--- src/rtl/enc16x4_seq.sv ---
// Sequential 16-to-4 encoder: captures a request vector and emits the index of
// each set bit in priority order, one per out_valid/out_ready handshake.
module enc16x4_seq #(
  parameter bit MSB_FIRST = 1'b0
) (
  input  logic        clk,
  input  logic        rst,
  input  logic [15:0] req,
  input  logic        load,
  output logic        in_ready,
  output logic [3:0]  code,
  output logic        out_valid,
  input  logic        out_ready,
  output logic [4:0]  count,
  output logic        done
);

  typedef enum logic {IDLE, EMIT} state_t;

  state_t      state;
  logic [15:0] pending;
  logic [15:0] hit;
  logic        last;

  function automatic logic [4:0] popcnt(input logic [15:0] v);
    logic [4:0] n;
    n = '0;
    for (int i = 0; i < 16; i++) n = n + 5'(v[i]);
    return n;
  endfunction

  // Later loop iterations override earlier ones, so scan order picks the winner.
  always_comb begin
    code = '0;
    if (MSB_FIRST) begin
      for (int i = 0; i < 16; i++)
        if (pending[i]) code = 4'(i);
    end else begin
      for (int i = 15; i >= 0; i--)
        if (pending[i]) code = 4'(i);
    end
  end

  assign hit  = 16'd1 << code;
  assign last = (pending & ~hit) == 16'd0;

  always_ff @(posedge clk or posedge rst) begin
    if (rst) begin
      state     <= IDLE;
      pending   <= '0;
      count     <= '0;
      done      <= 1'b0;
      in_ready  <= 1'b1;
      out_valid <= 1'b0;
    end else begin
      done <= 1'b0;
      case (state)
        IDLE: begin
          if (load) begin
            pending <= req;
            count   <= popcnt(req);
            if (req != 16'd0) begin
              state     <= EMIT;
              in_ready  <= 1'b0;
              out_valid <= 1'b1;
            end else begin
              done <= 1'b1;
            end
          end
        end
        EMIT: begin
          if (out_ready) begin
            pending <= pending & ~hit;
            if (last) begin
              state     <= IDLE;
              in_ready  <= 1'b1;
              out_valid <= 1'b0;
              done      <= 1'b1;
            end
          end
        end
        default: begin
          state     <= IDLE;
          in_ready  <= 1'b1;
          out_valid <= 1'b0;
        end
      endcase
    end
  end

endmodule

--- config.mk ---
export PLATFORM = sky130hd
export DESIGN_NAME = enc16x4_seq
export DESIGN_NICKNAME = d
export VERILOG_FILES = /design/src/rtl/enc16x4_seq.sv
export SDC_FILE = /design/constraint.sdc
export NUM_CORES = 1
export LEC_CHECK = 0
export ABC_AREA = 1
export CAP_MARGIN = 0
export CORE_AREA = 10 10 75 77
export CTS_BUF_LIST = sky130_fd_sc_hd__clkbuf_4
export DETAILED_ROUTE_END_ITERATION = 7
export DIE_AREA = 0 0 85 87
export GPL_ROUTABILITY_DRIVEN = 0
export PLACE_DENSITY = 0.86
export SETUP_SLACK_MARGIN = 0.1
export SLEW_MARGIN = 20
export SYNTH_ARGS = -nofsm -noshare
export SYNTH_HDL_FRONTEND = slang
export SYNTH_SLANG_ARGS = --single-unit
--- constraint.sdc ---
create_clock -name clk -period 2.1 [get_ports clk]
set_input_delay 0.42 -clock clk [delete_from_list [all_inputs] [get_ports clk]]
set_output_delay 0.42 -clock clk [all_outputs]
set_load 0.05 [all_outputs]
==> results of run 1 <==
## worst register-to-register path, stage by stage, from the launching register on
cell	delay, ns
dfrtp_1	0.43
inv_2	0.07
nand2_1	0.04
nand2_1	0.06
nand2_1	0.05
nand2_1	0.07
nand2_1	0.06
nand2_1	0.05
nand2_1	0.06
nand2_1	0.08
nand2_2	0.07
nand2_1	0.06
nand2_1	0.06
nand2_2	0.11
nand2_4	0.08
nand2_4	0.09
nand4_1	0.20
o21bai_1	0.31
nand3_2	0.15
nor2_4	0.17
nand2_2	0.10
nand2_2	0.09
nand2_2	0.06
nand2_1	0.06
nand2_1	0.06
## Yosys cell counts (2+ instances only)
cell type and count:
nand2_2 5, inv_2 10, o21ai_1 9, clkbuf_1 6, a21oi_4 2, clkinv_1 2
nand3_1 8, ha_1 6, nand3_2 4, dfrtp_1 24, nor4_1 2, nor2_1 8
o211ai_1 14, fa_1 10, inv_1 37, o21ai_0 19, a21oi_1 2, nor3_2 2
nand4_1 13, nand2_1 62
## kinds of logic after synthesis
kind of cell	count (synthesis)
buffers and inverters	58
xor gates and xnor gates	2
DFF	25
AOI/OAI and AO/OA	51
adders and majority gates	16
and+or+nand+nor	108
## stage by stage
step	cell area, µm²	setup WS [ns]	std cells	utilization, %
2_1_floorplan	1996	-1.153	260	-
3_3_place_gp	2828	-1.794	395	66.78
3_5_place_dp	2828	-1.933	395	66.78
4_1_cts	2995	-1.119	408	70.74
5_1_grt	3261	-1.137	421	77.01
6_report	3261	-1.059	421	77.01
## state kept, by name (all words and copies together), names as in the netlist
signal,count
count,5
out_valid,1
done,1
state,1
in_ready,1
pending,16
## metal layers
| layer | GRT usage [%] | up-vias |
|---|---|---|
| met4 | 10.93 | 0 |
| met5 | 0 | - |
| li1 | - | 1066 |
| met1 | 19.45 | 1163 |
| met3 | 2.060 | 78 |
| met2 | 31.95 | 223 |
## worst min path at each step
stage                               from                endpoint  slack, ns
finish                            req[7]  pending[7]$_DFFE_PP0P_       0.37
global route                      req[7]  pending[7]$_DFFE_PP0P_       0.37
detailed placement  in_ready$_DFFE_PP1P_    in_ready$_DFFE_PP1P_       0.46
CTS                               req[5]  pending[5]$_DFFE_PP0P_       0.33
global placement    in_ready$_DFFE_PP1P_    in_ready$_DFFE_PP1P_       0.45
floorplan                            rst    count[0]$_DFFE_PP0P_       0.45
## power groups by stage
| stage | sequential [mW] | clock, mW | combinational (mW) |
|---|---|---|---|
| detailed placement | 0.839 | 0 | 3.75 |
| global placement | 0.826 | 0 | 3.60 |
| floorplan | 1.03 | 0 | 1.92 |
| finish | 0.844 | 0.242 | 4.97 |
| global route | 0.859 | 0.267 | 5.25 |
| CTS | 0.829 | 0.240 | 4.16 |
## final cells by class
type / instances / share of cell area [%]
clock buffers: 3 / 0.6907
clock inverters: 1 / 0.2302
inverters: 50 / 6.216
multi-input cells: 177 / 40.29
flip-flops and latches: 25 / 19.22
well taps: 52 / 1.995
repair buffers: 113 / 31.35
## what timing repair did
item | 4_1_cts | 5_1_grt
gates resized for setup | 79 | 63
endpoints found under the setup margin | 22 | 31
hold buffers | 0 | 0
pin swaps | 29 | 42
buffers inserted | 14 | 20
==> metrics.md, run 1 <==
| Metric | Value |
|---|---|
| Post-Synth XOR/XNOR Area | 0.8811% |
| Psw | 3.109 mW |
| Fin. Hold Viols | 0 |
| RR Startpoint | pending[14]$_DFFE_PP0P_ |
| Status | complete, but fails checks |
| # diodes | 0 |
| Adder-Cell Fraction of Synth Area | 13.85% |
| Reg2Reg Setup Slack | -0.62 ns |
| Unique masters post-synth | 35 |
| Metal-1 WL | 2974 µm |
| Via count | 2,530 |
| DRC | 0 |
| Required time of the worst setup path | 2.39 ns |
| Total grt overflow | 0 |
| Post-DP HPWL | 4776 µm |
| RSZ-0062 raised after global routing | yes |
| Final WS setup | -1.059 ns |
| Ratio of cells with drive above 1 in the final layout | 47.97% |
| Skew final | 0.01025 ns |
| FF/Latch Area | 626.9 µm² |
| Flop pwr share | 13.9% |
| Final max-slew violation count | 0 |
| Vias per inst | 6.010 |
| Main combinational cell family by area after synthesis | simple AND/OR/NAND/NOR gates |
| Port Buf Inserts | 31 |
| Die area | 7395 µm² |
| Commonest non-fill, non-tap cell in the layout | buf_4 |
| Rows | 24 |
| First-pass GRT wire length | 10,850 µm |
| DR iter-0 viols | 385 |
| R2r worst-path depth | 24 |
| Worst-path clk slew | 0.16 ns |
| FFs w/ async S/R, synth | 100.0% |
| Clock power frac | 4.0% |
| Drt wl/cell | 19.56 µm |
| WHS Path Cells | 3 |
| Area Overhead vs Synth | 64.00% |
| Top-Level Pins | 32 |
| Drt first pass iters | 6 |
| Die Wd | 85 µm |
| GRT Resource Usage Total | 17.77% |
| Mapped Cells | 260 |
| Slowest CP cell | fa_1 |
| Critical path buffer and inverter count | 5 |
| Hold WS | 0.3663 ns |
| Synth area leader | dfrtp_1 |
| Worst hold path class | in -> reg |
| Kind of cell adding the most delay to the critical path | adder cells |
| CP peak stage delay | 0.55 ns |
| Fmax | 0.3166 GHz |
| Clock sinks | 25 |
| Vias in the first global route | 2,361 |
| Initial core utilization | 46.96% |
| Nets | 406 |
| Met2 WL | 3944 µm |
| Die height | 87 µm |
| Layout filler cell count | 240 |
| Post-synthesis sequential area ratio | 31.53% |
| Max Used Layer | met4 |
| Pwr Total | 6.051 mW |
| Leakage | 1.674 nW |
| Setup violations, final | 26 |
| Warnings from Yosys | 0 |
| Max IR drop VDD | 891.9 µV |
| Worst-path cell chain | buf_6 > fa_1 > inv_2 > fa_1 > fa_1 > fa_1 > inv_2 > ha_4 > inv_4 > buf_6 > nor2_2 > a211oi_2 > xnor2_1 > nand2_1 > nand2_1 |
| Critical Path Source Type | input pin |
| CTS tree | built |
| Clock buffer depth | 2 |
| Area of the multi-input gates | 1314 µm² |
| Violations in the final reports | setup timing |
| Kind of critical path | in -> reg |
| Mean post-synth cell area | 7.647 µm² |
| EDFF count, synth | 0 |
| H-tree Lvls | 1 |
| Skew-Pair Late Insertion Delay | 0.34 ns |
| Total CTS buffers | 3 |
| Ys flop type | dfrtp_1 |
| Crit path from | req[1] |
| Final period util | 150.4% |
| Critical path arrival | 3.45 ns |
| Synth Register Bits | 25 |
| Power density over cell area | 1856 nW/µm² |
| Met3 wire length | 699 µm |
| Crit path max fanout | 2 |
| Mapped cell area | 1988 µm² |
| RR Endpoint | out_valid$_DFFE_PP0P_ |
| Clock period minus worst slack | 3.159 ns |
| Drt total wl | 8233 µm |
| Slew headroom | 65.67% |
| Sw frac | 51.38% |
| Core area | 4234 µm² |
| Top-area cell type share of the netlist area | 30.21% |
| Crit path to | count[3]$_DFFE_PP0P_ |
| Setup TNS | -10.00 ns |
| Post-synthesis mux area share | 0% |
| Actual slew at the worst max-slew pin | 0.5141 ns |
| Root Driver | clkbuf_4 |
| Cell mode on critical path | fa_1 |
| Logic gate share of total power | 82.1% |
| Simple-Gate Fraction of Synth Area | 26.24% |
| Critical Path Stages | 15 |
| Initial antenna violation count | 0 |
| Commonest cells after routing, fill and taps aside | buf_4 (71), nand2_1 (46), inv_1 (27) |
| Complex-gate fraction of the synthesized area | 16.43% |
| Syn_nets | 296 |
| Max_cap viols | 0 |
| Top area cells in the synthesized netlist | dfrtp_1 (30%), nand2_1 (12%), fa_1 (10%) |
| Post-DRT Antenna Nets | 0 |
| Internal | 2.942 mW |
| Largest net degree at the start of global routing | 32 |
| Crit end category | register |
No activity file was read; power rests on OpenSTA's default activity.
==> run 2, diff against run 1 <==
--- a/config.mk
+++ b/config.mk
@@ -6,13 +6,14 @@
 export NUM_CORES = 1
 export LEC_CHECK = 0
 export ABC_AREA = 1
-export CAP_MARGIN = 0
+export CAP_MARGIN = 15
 export CORE_AREA = 10 10 75 77
 export CTS_BUF_LIST = sky130_fd_sc_hd__clkbuf_4
 export DETAILED_ROUTE_END_ITERATION = 7
 export DIE_AREA = 0 0 85 87
 export GPL_ROUTABILITY_DRIVEN = 0
 export PLACE_DENSITY = 0.86
+export REMOVE_ABC_BUFFERS = 1
 export SETUP_SLACK_MARGIN = 0.1
 export SLEW_MARGIN = 20
 export SYNTH_ARGS = -nofsm -noshare
==> run 2 against run 1 <==
- the run still ends with setup timing left
- clock power hardly changed
- die area is the same
- critical path depth is 2 lower
- power fell by 3.2%
- non-clock buffer count shrank 9
==> metrics.md, run 2 (synthesized netlist as in run 1, its figures left out) <==
| Metric | Value |
|---|---|
| Vias per inst | 5.529 |
| Crit path max fanout | 2 |
| Worst hold path class | in -> reg |
| Post-DRT Antenna Nets | 0 |
| Setup TNS | -8.818 ns |
| Final max-slew violation count | 0 |
| Ratio of cells with drive above 1 in the final layout | 45.83% |
| Initial antenna violation count | 0 |
| Kind of critical path | in -> reg |
| Critical Path Source Type | input pin |
| Nets | 397 |
| Die area | 7395 µm² |
| Leakage | 1.609 nW |
| H-tree Lvls | 1 |
| Root Driver | clkbuf_4 |
| Port Buf Inserts | 31 |
| Skew final | 0.01792 ns |
| Die height | 87 µm |
| Required time of the worst setup path | 2.38 ns |
| Die Wd | 85 µm |
| Worst-path clk slew | 0.17 ns |
| Final WS setup | -1.080 ns |
| Core area | 4234 µm² |
| Drt wl/cell | 17.06 µm |
| Power density over cell area | 1834 nW/µm² |
| DR iter-0 viols | 246 |
| Initial core utilization | 46.96% |
| Clock buffer depth | 2 |
| Post-DP HPWL | 4620 µm |
| Largest regs | pending (16), count (5) |
| Fin. Hold Viols | 0 |
| Drt first pass iters | 4 |
| Commonest non-fill, non-tap cell in the layout | buf_4 |
| Fin util | 75.41% |
| Clock sinks | 25 |
| Vias in the first global route | 2,312 |
| Top-Level Pins | 32 |
| Largest net degree at the start of global routing | 32 |
| CTS tree | built |
| Commonest cells after routing, fill and taps aside | buf_4 (57), nand2_1 (46), inv_1 (27) |
| First-pass GRT wire length | 10,670 µm |
| Skew-Pair Late Insertion Delay | 0.34 ns |
| Top reg by flops | pending |
| Violations in the final reports | setup timing |
| CTS Hold Bufs | 0 |
| Rows | 24 |
| GRT Resource Usage Total | 17.35% |
| # diodes | 0 |
| Total CTS buffers | 3 |
| DRC | 0 |
| Area Overhead vs Synth | 60.60% |
| Number of flip-flops in the largest register | 16 |
| Max IR drop VDD | 745.8 µV |
| RSZ-0062 raised after global routing | yes |
| Via count | 2,278 |
| Drt total wl | 7028 µm |
| Status | complete, but fails checks |
| Fmax | 0.3145 GHz |
| Slew headroom | 65.27% |
| Crit end category | register |
| Critical path arrival | 3.46 ns |
| Setup violations, final | 24 |
| Actual slew at the worst max-slew pin | 0.5193 ns |
| Layout filler cell count | 272 |
| Final period util | 151.4% |
| Total grt overflow | 0 |
| Max_cap viols | 0 |
| Clock period minus worst slack | 3.180 ns |
## run 2: cell count changes in the layout (fill, tap and decap cells not counted), sizes merged
cell / change
dlymetal6s2s: -2
buf: -9
inv: -1
clkinv: +1
clkdlybuf4s50: +2
## run 2: worst max-delay path: stages
cell and delay [ns]:
buf_8 0.10, fa_1 0.57, inv_2 0.06, fa_1 0.48, fa_1 0.51, fa_1 0.43, inv_2 0.08, ha_4 0.12
inv_2 0.04, fa_2 0.36, nor2_1 0.09, a21oi_1 0.05, o21ai_1 0.14
## run 2: path summary, 6_finish.rpt
check                           cells past startpoint               startpoint  slack, ns                     end
worst max-delay path                               13                   req[1]      -1.08    count[4]$_DFFE_PP0P_
worst min-delay path                                3                   req[9]       0.38  pending[9]$_DFFE_PP0P_
worst max register to register                     24  pending[14]$_DFFE_PP0P_      -0.48   out_valid$_DFFE_PP0P_
worst min register to register                      2     in_ready$_DFFE_PP1P_       0.47    in_ready$_DFFE_PP1P_
max in group asynchronous                           3                      rst       1.40    in_ready$_DFFE_PP1P_
min in group asynchronous                           3                      rst       0.40  pending[1]$_DFFE_PP0P_
## run 2: power by group
part           switching [mW]  internal, mW  total [mW]
logic                    2.63          2.15        4.78
clock network           0.167        0.0728       0.239
registers               0.143         0.692       0.835
## run 2: metal layers
layer  part of all wire, %  global-route usage (%)  up-vias
met5                     0                       0        -
met4                   3.8                   6.587        0
met3                   5.8                   2.996       27
met2                    52                   31.81      115
met1                    39                   19.42     1080
li1                      -                       -     1056
## run 2: through the flow
step / power (mW) / setup WS (ns) / std cells / hold slack [ns] / instance area (µm²)
global placement: 4.330 / -1.819 / 394 / 0.4507 / 2825
global route: 6.209 / -1.195 / 412 / 0.3979 / 3193
finish: 5.855 / -1.080 / 412 / 0.3795 / 3193
CTS: 5.106 / -1.075 / 406 / 0.3758 / 2992
detailed placement: 4.468 / -1.931 / 394 / 0.4520 / 2825
floorplan: 2.894 / -1.240 / 252 / 0.4466 / 1957
## run 2: timing repair
action | 4_1_cts | 5_1_grt
endpoints found under the setup margin | 20 | 29
pin swaps | 21 | 32
resized for setup | 81 | 49
buffers inserted | 11 | 11
## run 2: layout make-up
| cell class | count | area (µm²) | share of cell area [%] |
|---|---|---|---|
| sequential | 25 | 626.9 | 19.63 |
| multi-input combinational | 177 | 1320 | 41.34 |
| clock buffer | 3 | 22.52 | 0.7053 |
| inverter | 50 | 193.9 | 6.074 |
| tap | 52 | 65.06 | 2.038 |
| timing repair buffer | 104 | 957.2 | 29.98 |
| clock inverter | 1 | 7.507 | 0.2351 |
